===== config.mk =====
export PLATFORM = sky130hd
export DESIGN_NAME = pci_arbiter
export DESIGN_NICKNAME = d
export VERILOG_FILES = /design/src/rtl/pci_arbiter.sv
export SDC_FILE = /design/constraint.sdc
export NUM_CORES = 1
export LEC_CHECK = 0
export ABC_AREA = 1
export CAP_MARGIN = 20
export CORE_UTILIZATION = 55
export DETAILED_ROUTE_END_ITERATION = 6
export PLACE_DENSITY = 0.85
export SLEW_MARGIN = 20
export SYNTH_ARGS = -nofsm -noshare
export SYNTH_HDL_FRONTEND = slang
export SYNTH_SLANG_ARGS = --single-unit

===== constraint.sdc =====
create_clock -name CLK -period 2.15 [get_ports CLK]
set_clock_uncertainty 0.15 [all_clocks]
set_input_delay 0.3225 -clock CLK [delete_from_list [all_inputs] [get_ports CLK]]
set_output_delay 0.3225 -clock CLK [all_outputs]
set_load 0.01 [all_outputs]

===== src/rtl/pci_arbiter.sv =====
// ---------------------------------------------------------------------------
// pci_arbiter
//   Four-master PCI bus arbiter with round-robin priority, bus parking on the
//   last owner, a one-clock dead cycle when the grant moves on an idle bus,
//   and a watchdog that revokes a grant from a master that never starts.
//
// Ports
//   CLK      in   PCI clock, all state updates on the rising edge
//   RESET    in   synchronous reset, active-low
//   REQ[3:0] in   per-master request, active-low (bit n = master n)
//   GNT[3:0] out  per-master grant, active-low, registered
//   FRAME    in   PCI FRAME#, active-low
//   IRDY     in   PCI IRDY#, active-low
//   OWNER    out  index of the current or last granted master, registered
//   TIMEOUT  out  one-clock pulse when the watchdog revokes a grant
// ---------------------------------------------------------------------------
module pci_arbiter #(
    parameter int WDOG = 16
) (
    input  logic       CLK,
    input  logic       RESET,
    input  logic [3:0] REQ,
    output logic [3:0] GNT,
    input  logic       FRAME,
    input  logic       IRDY,
    output logic [1:0] OWNER,
    output logic       TIMEOUT
);

    typedef enum logic {
        ST_GRANT = 1'b0,
        ST_DEAD  = 1'b1
    } state_t;

    localparam logic [7:0] WDOG_LIMIT = 8'(WDOG);

    state_t     state_q, state_d;
    logic [3:0] gnt_q, gnt_d;
    logic [1:0] owner_q, owner_d;
    logic [1:0] latch_q, latch_d;
    logic       started_q, started_d;
    logic [7:0] wdog_cnt_q, wdog_cnt_d;
    logic       timeout_q, timeout_d;
    logic       frame_prev_q, frame_prev_d;

    logic       bus_idle;
    logic       frame_fall;
    logic       expired;
    logic       releasable;
    logic [2:0] pick;
    logic       have_winner;
    logic [1:0] winner;

    // Round-robin search. Walking from the farthest candidate (the owner
    // itself) back to the nearest one leaves the nearest requester in pick.
    // Result is {valid, index}.
    function automatic logic [2:0] rr_pick(input logic [3:0] req_n,
                                           input logic [1:0] own);
        logic [2:0] res;
        logic [1:0] idx;
        res = 3'b000;
        for (int k = 4; k >= 1; k--) begin
            idx = own + k[1:0];
            if (!req_n[idx]) begin
                res = {1'b1, idx};
            end
        end
        return res;
    endfunction

    assign bus_idle    = FRAME & IRDY;
    assign frame_fall  = frame_prev_q & ~FRAME;
    assign expired     = (wdog_cnt_q == WDOG_LIMIT);
    assign releasable  = REQ[owner_q] | started_q | expired;
    assign pick        = rr_pick(REQ, owner_q);
    assign have_winner = pick[2];
    assign winner      = pick[1:0];

    always_comb begin
        state_d      = state_q;
        gnt_d        = gnt_q;
        owner_d      = owner_q;
        latch_d      = latch_q;
        started_d    = started_q;
        wdog_cnt_d   = wdog_cnt_q;
        timeout_d    = 1'b0;
        frame_prev_d = FRAME;

        unique case (state_q)
            ST_DEAD: begin
                // The latched winner gets the bus regardless of its current REQ.
                state_d    = ST_GRANT;
                gnt_d      = ~(4'b0001 << latch_q);
                owner_d    = latch_q;
                started_d  = 1'b0;
                wdog_cnt_d = 8'd0;
            end
            ST_GRANT: begin
                if (have_winner && (winner != owner_q) && releasable) begin
                    timeout_d  = expired;
                    started_d  = 1'b0;
                    wdog_cnt_d = 8'd0;
                    if (bus_idle) begin
                        // Idle bus: insert a dead cycle so two masters never
                        // see GNT on adjacent edges with nobody driving.
                        state_d = ST_DEAD;
                        gnt_d   = 4'b1111;
                        latch_d = winner;
                    end else begin
                        gnt_d   = ~(4'b0001 << winner);
                        owner_d = winner;
                    end
                end else begin
                    if (frame_fall) begin
                        started_d = 1'b1;
                    end
                    // Count idle clocks while the owner sits on its grant
                    // without starting; saturates at the limit.
                    if (bus_idle && !started_q && !REQ[owner_q] && !expired) begin
                        wdog_cnt_d = wdog_cnt_q + 8'd1;
                    end
                end
            end
            default: begin
                state_d = ST_GRANT;
            end
        endcase
    end

    always_ff @(posedge CLK) begin
        if (!RESET) begin
            state_q      <= ST_GRANT;
            gnt_q        <= 4'b1110;
            owner_q      <= 2'd0;
            latch_q      <= 2'd0;
            started_q    <= 1'b0;
            wdog_cnt_q   <= 8'd0;
            timeout_q    <= 1'b0;
            frame_prev_q <= 1'b1;
        end else begin
            state_q      <= state_d;
            gnt_q        <= gnt_d;
            owner_q      <= owner_d;
            latch_q      <= latch_d;
            started_q    <= started_d;
            wdog_cnt_q   <= wdog_cnt_d;
            timeout_q    <= timeout_d;
            frame_prev_q <= frame_prev_d;
        end
    end

    assign GNT     = gnt_q;
    assign OWNER   = owner_q;
    assign TIMEOUT = timeout_q;

endmodule


After elaboration in Yosys (flattened, before gate mapping)
Cells that the tools add are included.
Word-level totals
  logic and storage cells: 72
  output and inout bits: 7
  flip-flop bits (word level): 20
Operators by class
  reduce and logical (&&, ||, !) cells: 11
  bitwise gates (word level): 10
  order comparisons: 4
  muxes and demuxes: 27
  shifts and indexed selects: 2
  equal/unequal tests: 6
  add/sub/neg operators: 4
Operators by type and width (number)
  8-bit two-way mux: 2
  8-bit case mux with 2 select lines: 1
  2-bit by 3-bit < comparator with 1-bit output (second input constant): 4
  3-bit two-way mux: 4
  8-bit by 1-bit adder with 8-bit output (second input constant): 1
  1-bit binary-select mux with 2-bit select: 4
  8-bit by 5-bit == test with 1-bit output (second input constant): 1
  1-bit two-way mux: 8
  4-bit two-way mux: 2
  4-bit NOT: 2
  4-bit case mux with 2 select lines: 1
  1-bit by 2-bit left shift with 4-bit output (first input constant): 2
  3-bit inequality test (second input constant): 2
  1-bit logical AND: 5
  2-bit adder (second input constant): 2
  2-bit two-way mux: 2
  2-bit inequality test (second input constant): 2
  1-bit NOT: 4
  1-bit case mux with 2 select lines: 2
  2-bit case mux with 2 select lines: 1
  1-bit logical NOT: 3
  3-bit AND reduction: 1
  3-bit OR reduction: 1
  2-bit by 1-bit adder with 2-bit output (second input constant): 1
  4 further kinds: 6

Longest topological paths before layout
Gate-level depths: netlist of the first run.
  word-level depth: 11
  depth in mapped cells: 16
  mapped depth without buffers: 16

Worst setup path after synthesis of the first run
No wires, ideal clock.
  path type: register to register
  start point: reg owner_q[0] (netlist: OWNER[0])
  end point: reg owner_q[1] (netlist: OWNER[1])
  clock period less this slack: 1.889 ns
  arrival: 1.624 ns
  cell stages (with the launch flop): 16
  path slack: 0.261 ns
  data required time: 1.885 ns
  path buffers: 2
  path through: dfxtp_1 > buf_6 > nand2_1 > nand2_1 > nand2_1 > nand3_1 > nand2_1 > nand2_2 > nand2_2 > nand2_1 > nand3_2 > nand2_4 > nand2_2 > buf_6 > a21oi_1 > nor2_1
Between the ends
  word-level cells in the longest chain between the ends: 11
  elaborated cells between the ends (all ways): 25
  those cells by class: add/sub: 3; eq/ne: 2; mux: 15; bitwise: 2; reduce/logical: 3
RTL lines
  start, declared: line 39  | logic [1:0] owner_q, owner_d;
  start signal, assigned: line 143  | owner_q <= owner_d;
  2-bit adder / 1-bit binary-select mux with 2-bit select (equally long branches): line 63, 64, 74
  1-bit binary-select mux with 2-bit select / 1-bit two-way mux (equally long branches): line 64, 74
  1-bit two-way mux (not written as such) / 3-bit two-way mux (equally long branches): line 64  | if (!req_n[idx]) begin
  3-bit two-way mux (3 in a row): line 64
  2-bit inequality test: line 99  | if (have_winner && (winner != owner_q) && releasable) begin
  1-bit logical AND (2 in a row): line 99
  2-bit inequality test (no source line)
  2-bit AND reduction (no source line)
Several ways; a longest one is shown, not always the timed one. The select of a mux whose other input is x is not followed.
A chain may end at the register's enable or synchronous reset.

Worst setup path in the final report of the first run
  start point: reg owner_q[0] (netlist: OWNER[0])
  end point: reg gnt_q[3] (netlist: GNT[3])
Between the ends
  word-level cells in the longest chain between the ends: 11
  elaborated cells between the ends (all ways): 26
  those cells by class: add/sub: 3; eq/ne: 2; shift: 1; mux: 15; bitwise: 3; reduce/logical: 2
RTL lines
  2-bit adder / 1-bit binary-select mux with 2-bit select (equally long branches): line 63, 64, 74
  1-bit binary-select mux with 2-bit select / 1-bit two-way mux (equally long branches): line 64, 74
  1-bit two-way mux (not written as such) / 3-bit two-way mux (equally long branches): line 64
  3-bit two-way mux (3 in a row): line 64
  1-bit by 2-bit left shift with 4-bit output: line 110  | gnt_d = ~(4'b0001 << winner);
  4-bit NOT: line 110
  4-bit two-way mux: line 103  | if (bus_idle) begin
  4-bit two-way mux: line 99
  4-bit case mux with 2 select lines: line 89  | unique case (state_q)
  end signal, assigned: line 142  | gnt_q <= gnt_d;
  end, declared: line 38  | logic [3:0] gnt_q, gnt_d;
Several ways; a longest one is shown, not always the timed one. The select of a mux whose other input is x is not followed.

==> impl_summary.log, run 1 <==
[metrics] HPWL after DPL: 2410 um
[metrics] Hold Vio Cnt, Final: 0
[metrics] CP required: 2.19 ns
[metrics] Critical Path Slowest Stage Cell: dfxtp_4
[metrics] fraction of layout instances using a drive strength above 1: 21.0%
[metrics] reported max-cap violation count: 0
[metrics] Max Buffers Root-to-Sink: 2
[metrics] most used flip-flop cell after synthesis: dfxtp_1
[metrics] critical path arrival: 2.12 ns
[metrics] count of endpoints failing setup in the final report: 0
[metrics] synthesis-to-layout area growth: 31.8%
[metrics] Relative slew margins: 75.3%
[metrics] # port buffers: 14
[metrics] all-layer global routing usage: 28.7%
[metrics] post-place setup slack: -0.259 ns
[metrics] status: finished, final reports clean
[metrics] maximum net fanout on the critical path: 11
[metrics] std cell rows: 17
[metrics] nets in the synthesized netlist: 216
[metrics] most frequent standard cell in the layout excluding fill and tap cells: nand2_1
[metrics] share of flip-flops with an asynchronous set or reset after synthesis: 0%
[metrics] width of the die: 50.4 um
[metrics] total number of vias: 1479
[metrics] Placed Instance Area: 0.00153 sq mm
[metrics] critical path startpoint category: flop
[metrics] number of DRC violations after detailed-routing iteration 0: 74
[metrics] mean number of vias per cell: 5.56
[metrics] final RePlAce weighted congestion: 0.913
[metrics] DRC violation count after routing: 0
[metrics] Die ar.: 0.00254 sq mm
[metrics] CP Cell Sequence: buf_4 -> nand2_1 -> nand2_2 -> nor2_1 -> nor2_1 -> nand2_1 -> nand2_2 -> nand2_2 -> nand2_1 -> nand3_2 -> nand2_4 -> nand2_8 -> o211ai_1 -> nand3_1
[metrics] synth unique cells: 30
[metrics] TNS Setup: 0 ns
[metrics] largest net degree at the start of global routing: 13
[metrics] flop and latch count out of synthesis: 20
[metrics] Slew Limit Fails: 0
[metrics] endpoint kind of the worst setup timing path: flop
[metrics] Syn Inst Count: 206
[metrics] antenna viol nets, final: 0
[metrics] number of synthesized flops with an enable pin: 0
[metrics] clock sink count: 20
[metrics] number of H-tree levels: 1
[metrics] post-synthesis average cell area: 6.25 sq um
[metrics] Clk Latency, worst-skew pair: 0.32 ns
[metrics] peak per-stage delay on the critical path: 0.41 ns
[metrics] Yosys warning count: 0
[metrics] power density cells: 1380 mW/mm^2
[metrics] number of buffers inserted during clock tree synthesis: 3
[metrics] number of diodes added for antenna fixing: 0
[metrics] Leak Pwr: 0.836 nW
[metrics] final critical-path setup slack: 0.0759 ns
[metrics] number of top-level design ports: 15
[metrics] TritonCTS clock tree: built
[metrics] worst hold-check path type: reg2reg
[metrics] final clock period utilization by the worst path: 96.5%
[metrics] minimum clock period: 2.07 ns
[metrics] starting density of the core: 58.2%
[metrics] first-pass detailed-route iteration total: 4
[metrics] via count of the first global-routing pass: 1297
[metrics] Post-Route WL: 3770 um
[metrics] cell area after technology mapping: 0.00129 sq mm
[metrics] cell area after layout: 0.00170 sq mm
[metrics] number of nets in the layout: 249
[metrics] part of the Yosys area used for sequential elements: 31.1%
[metrics] overall overflow remaining after global route: 0
[metrics] Max Freq: 482 MHz
[metrics] classification of the worst setup path: reg2reg
[metrics] Hold Buf Count CTS: 0
[metrics] root buf cell: clkbuf_4
[metrics] maximum vdd drop: 1210 uV
[metrics] height of the chip: 50.4 um
[metrics] number of antenna violations at the first check in global routing: 0
[metrics] Slew @ Worst Pin: 0.369 ns
[metrics] global-route wire length before repair: 5490 um
[metrics] leading cell types in the layout, fill and taps excluded: nand2_1, inv_1, nor2_1, nand3_1, dfxtp_1
[metrics] Clock Pin Slew Worst Setup and Hold Paths: 0.11 ns
[metrics] post-DR wirelength/cell: 14.2 um
[metrics] total core area: 0.00221 sq mm
-- final cells by class --
| type | count | area [sq um] |
|---|---|---|
| clock buffers | 3 | 22.5 |
| clock inverters | 1 | 30.0 |
| fillers | 170 | 515 |
| inverters | 31 | 119 |
| multi-input cells | 152 | 792 |
| flip-flops and latches | 20 | 408 |
| well taps | 28 | 35.0 |
| repair buffers | 31 | 290 |
-- metal layers --
metal  vias up  share of wire, %  global-route usage [%]
met1       665                39                    32.8
li1        713                 -                       -
met2        77                50                    52.9
met5         -                 0                       0
met4         0               4.9                    11.6
met3        24               6.0                    3.64
-- critical path, delay by kind of cell, from the launching register on --
family                 cells  cell delay, ns
and+or+nand+nor           12            1.12
AOI/OAI and AO/OA          1            0.15
buffers and inverters      1            0.14
DFF                        1            0.41
-- registers in the layout, indices dropped and copies added (netlist names) --
signal / flops
latch_q: 2
GNT: 4
OWNER: 2
frame_prev_q: 1
TIMEOUT: 1
wdog_cnt_q: 8
state_q: 1
started_q: 1
-- what timing repair did --
item / in CTS / in global routing
endpoints found under the setup margin: 3 / 18
setup buffers: 0 / 4
pin swaps: 0 / 6
gates resized for setup: 1 / 22
-- per-stage QoR --
stage	hold WS, ns	cells	util (%)	power [mW]
after global routing	0.369	266	76.7	2.51
after CTS	0.346	262	71.6	2.08
after global placement	0.306	258	69.2	1.70
final	0.341	266	76.7	2.35
after detailed placement	0.313	258	69.2	1.74
after floorplan	0.269	206	-	1.38
-- kinds of logic after synthesis --
group	after synthesis	share of synthesized area, %
and+or+nand+nor	128	45.0
buffers and inverters	34	11.4
AOI/OAI and AO/OA	20	9.23
DFF	20	31.1
xor gates and xnor gates	2	1.36
adders and majority gates	2	1.94
-- Yosys cell counts (4+ instances only) --
master	number	share of area [%]
inv_1	28	8.2
nand2_2	7	3.4
nor2_1	23	6.7
o21ai_0	4	1.6
nand3_1	21	8.2
nand2_1	65	19
dfxtp_1	20	31
a21oi_1	9	3.5
-- power by group --
part | internal, mW | total (mW) | switching, mW
clock | 0.189 | 0.319 | 0.130
sequential | 0.444 | 0.505 | 0.0610
combinational | 0.609 | 1.52 | 0.913
total | 1.24 | 2.35 | 1.10
-- worst paths after layout --
path	slack (ns)	depth (start not counted)	startpoint	endpoint
setup / recovery	0.08	14	OWNER[0]	GNT[3]
hold / removal	0.34	2	GNT[1]	GNT[1]
hold reg to reg	0.34	2	GNT[1]	GNT[1]
setup reg to reg	0.08	14	OWNER[0]	GNT[3]
Note: power is estimated with default switching activity, not from simulation.
==> run 2, diff against run 1 <==
Settings changed: CORE_UTILIZATION 55 to 49, PLACE_DENSITY 0.85 to 0.8, SKIP_CTS_REPAIR_TIMING set to 1.
Clock period 2.15 ns to 1.9 ns, I/O delays scaled along.
==> impl_summary.log, run 2 (synthesized netlist as in run 1, its figures left out) <==
[metrics] status: complete, but fails checks (was finished, final reports clean)
[metrics] violated checks: setup timing
[metrics] area of the multi-input gates: 935 sq um (was 792 sq um)
[metrics] root buf cell: clkbuf_4 (unchanged)
[metrics] number of diodes added for antenna fixing: 0 (unchanged)
[metrics] WHS: 0.337 ns (was 0.341 ns)
[metrics] number of DRC violations after detailed-routing iteration 0: 44 (was 74)
[metrics] grt met1 use: 28.2% (was 32.8%)
[metrics] endpoint kind of the worst setup timing path: flop (unchanged)
[metrics] Relative slew margins: 73.5% (was 75.3%)
[metrics] Post-Route WL: 3690 um (was 3770 um)
[metrics] Max Freq: 501 MHz (was 482 MHz)
[metrics] Clock Pin Slew Worst Setup and Hold Paths: 0.11 ns (about the same)
[metrics] fraction of layout instances using a drive strength above 1: 36.6% (was 21.0%)
[metrics] minimum clock period: 2.00 ns (was 2.07 ns)
[metrics] number of top-level design ports: 15 (unchanged)
[metrics] maximum net fanout on the critical path: 6 (was 11)
[metrics] CP Cell Sequence: buf_12 -> nand2_2 -> nand3_2 -> nand2_4 -> nor2_1 -> nand2_1 -> nand2_2 -> nand2_2 -> nand2_2 -> nand3_2 -> nand2_4 -> buf_6 -> nand3b_1 -> nand2_1 -> inv_1 -> nand2_1 -> inv_1 (was buf_4 -> nand2_1 -> nand2_2 -> nor2_1 -> nor2_1 -> nand2_1 -> nand2_2 -> nand2_2 -> nand2_1 -> nand3_2 -> nand2_4 -> nand2_8 -> o211ai_1 -> nand3_1)
[metrics] number of H-tree levels: 1 (unchanged)
[metrics] all-layer global routing usage: 23.0% (was 28.7%)
[metrics] width of the die: 53.3 um (was 50.4 um)
[metrics] unrepaired setup endpoints after global routing: yes
[metrics] worst r2r dst: GNT[0] (was GNT[3])
[metrics] final clock period utilization by the worst path: 105% (was 96.5%)
[metrics] Top delay family on crit path: simple AND/OR/NAND/NOR gates (unchanged)
[metrics] height of the chip: 53.3 um (was 50.4 um)
[metrics] Die ar.: 0.00284 sq mm (was 0.00254 sq mm)
[metrics] Clk Latency, worst-skew pair: 0.31 ns (was 0.32 ns)
[metrics] Slew @ Worst Pin: 0.397 ns (was 0.369 ns)
[metrics] number of nets in the layout: 258 (was 249)
[metrics] flip-flop and latch area: 408 sq um (unchanged)
[metrics] most frequent standard cell in the layout excluding fill and tap cells: nand2_1 (unchanged)
[metrics] Leak Pwr: 0.894 nW (was 0.836 nW)
[metrics] classification of the worst setup path: reg2reg (unchanged)
[metrics] origin of the critical flop-to-flop path: OWNER[0] (unchanged)
[metrics] HPWL after DPL: 2240 um (was 2410 um)
[metrics] synthesis-to-layout area growth: 48.1% (was 31.8%)
[metrics] overall overflow remaining after global route: 0 (unchanged)
[metrics] final RePlAce weighted congestion: 0.855 (was 0.913)
[metrics] sum of buffers and inverters on the critical path: 4 (was 1)
[metrics] Hold Vio Cnt, Final: 0 (unchanged)
[metrics] Slew Limit Fails: 0 (unchanged)
[metrics] clock sink count: 20 (unchanged)
[metrics] worst hold-check path type: reg2reg (unchanged)
[metrics] total core area: 0.00248 sq mm (was 0.00221 sq mm)
[metrics] max FFs per register: 8 (unchanged)
[metrics] count of endpoints failing setup in the final report: 11 (was 0)
[metrics] starting density of the core: 52.0% (was 58.2%)
[metrics] sum of internal, switching and leakage power: 2.76 mW (was 2.35 mW)
[metrics] global-route wire length before repair: 4790 um (was 5490 um)
[metrics] number of buffers inserted during clock tree synthesis: 3 (unchanged)
[metrics] power density cells: 1450 mW/mm^2 (was 1380 mW/mm^2)
[metrics] worst setup path startpoint: OWNER[0] (unchanged)
[metrics] reported max-cap violation count: 0 (unchanged)
[metrics] Critical Path Slowest Stage Cell: dfxtp_4 (unchanged)
[metrics] end point of the critical path: GNT[0] (was GNT[3])
[metrics] met2 usage in global routing: 40.0% (was 52.9%)
[metrics] most used cell, CP: nand2_2
[metrics] met3 usage in global routing: 4.89% (was 3.64%)
[metrics] std cell rows: 18 (was 17)
[metrics] post-DR wirelength/cell: 13.4 um (was 14.2 um)
[metrics] critical path arrival: 2.07 ns (was 2.12 ns)
[metrics] CP required: 1.97 ns (was 2.19 ns)
[metrics] first-pass detailed-route iteration total: 4 (unchanged)
[metrics] TritonCTS clock tree: built (unchanged)
[metrics] number of antenna violations at the first check in global routing: 0 (unchanged)
[metrics] DRC violation count after routing: 0 (unchanged)
[metrics] critical path startpoint category: flop (unchanged)
[metrics] largest net degree at the start of global routing: 12 (was 13)
[metrics] Filler Cells Inserted: 174 (was 170)
[metrics] final critical-path setup slack: -0.0979 ns (was 0.0759 ns)
[metrics] # port buffers: 14 (unchanged)
[metrics] depth of the critical timing path with buffers and inverters included: 17 (was 14)
[metrics] register with the most flip-flops: wdog_cnt_q (unchanged)
[metrics] antenna viol nets, final: 0 (unchanged)
[metrics] peak per-stage delay on the critical path: 0.43 ns (was 0.41 ns)
[metrics] register-to-register path setup slack: -0.1 ns (was 0.08 ns)
[metrics] gr busiest metal: met2 (unchanged)
[metrics] leading cell types in the layout, fill and taps excluded: nand2_1, inv_1, buf_4, nand2_2 (was nand2_1, inv_1, nor2_1, nand3_1, dfxtp_1)
[metrics] Max Buffers Root-to-Sink: 2 (unchanged)
[metrics] via count of the first global-routing pass: 1196 (was 1297)
[metrics] mean number of vias per cell: 5.39 (was 5.56)
[metrics] maximum vdd drop: 1200 uV (was 1210 uV)
[metrics] total number of vias: 1487 (was 1479)
[metrics] Post-Route Utilization: 77.0% (was 76.7%)
[metrics] logic depth of the worst register-to-register path: 17 (was 14)
[run 2: how the worst min path moves through the flow]
stage,startpoint,endpoint,slack [ns],depth (start not counted)
after floorplan,FRAME,frame_prev_q,0.23,2
after global placement,frame_prev_q,started_q,0.30,2
after detailed placement,GNT[3],GNT[3],0.31,2
after CTS,GNT[2],GNT[2],0.34,2
after global routing,GNT[2],GNT[2],0.38,2
final,GNT[2],GNT[2],0.34,2
[run 2: final cells by class]
type / count / share of cell area (%)
multi-input cells: 152 / 49.0
flip-flops and latches: 20 / 21.4
repair buffers: 40 / 19.8
inverters: 31 / 6.69
well taps: 30 / 1.97
clock buffers: 3 / 1.18
[run 2: power breakdown]
part	switching (mW)	internal, mW	total (mW)
logic	1.14	0.822	1.96
registers	0.0826	0.503	0.586
clock network	0.131	0.0742	0.205
total	1.36	1.40	2.76
[run 2: tightest hold or removal path, stage by stage, from the launching register on]
cell	delay [ns]
dfxtp_1	0.33
nand2_1	0.06
nand3_1	0.06
[run 2: layer usage]
layer	part of all wire [%]	vias to the layer above	wire [um]
li1	-	738	-
met1	43	697	1570
met2	52	42	1910
met3	3.9	10	145
met4	1.5	0	57
met5	0	-	0
[run 2: through the flow]
stage	setup WS, ns	area (sq um)	TNS (ns)	cells
2_1_floorplan	0.0108	1290	0	206
3_3_place_gp	-0.367	1610	-4.94	269
3_5_place_dp	-0.375	1610	-5.39	269
4_1_cts	-0.138	1640	-1.04	272
5_1_grt	-0.213	1910	-2.14	276
6_report	-0.0979	1910	-0.534	276
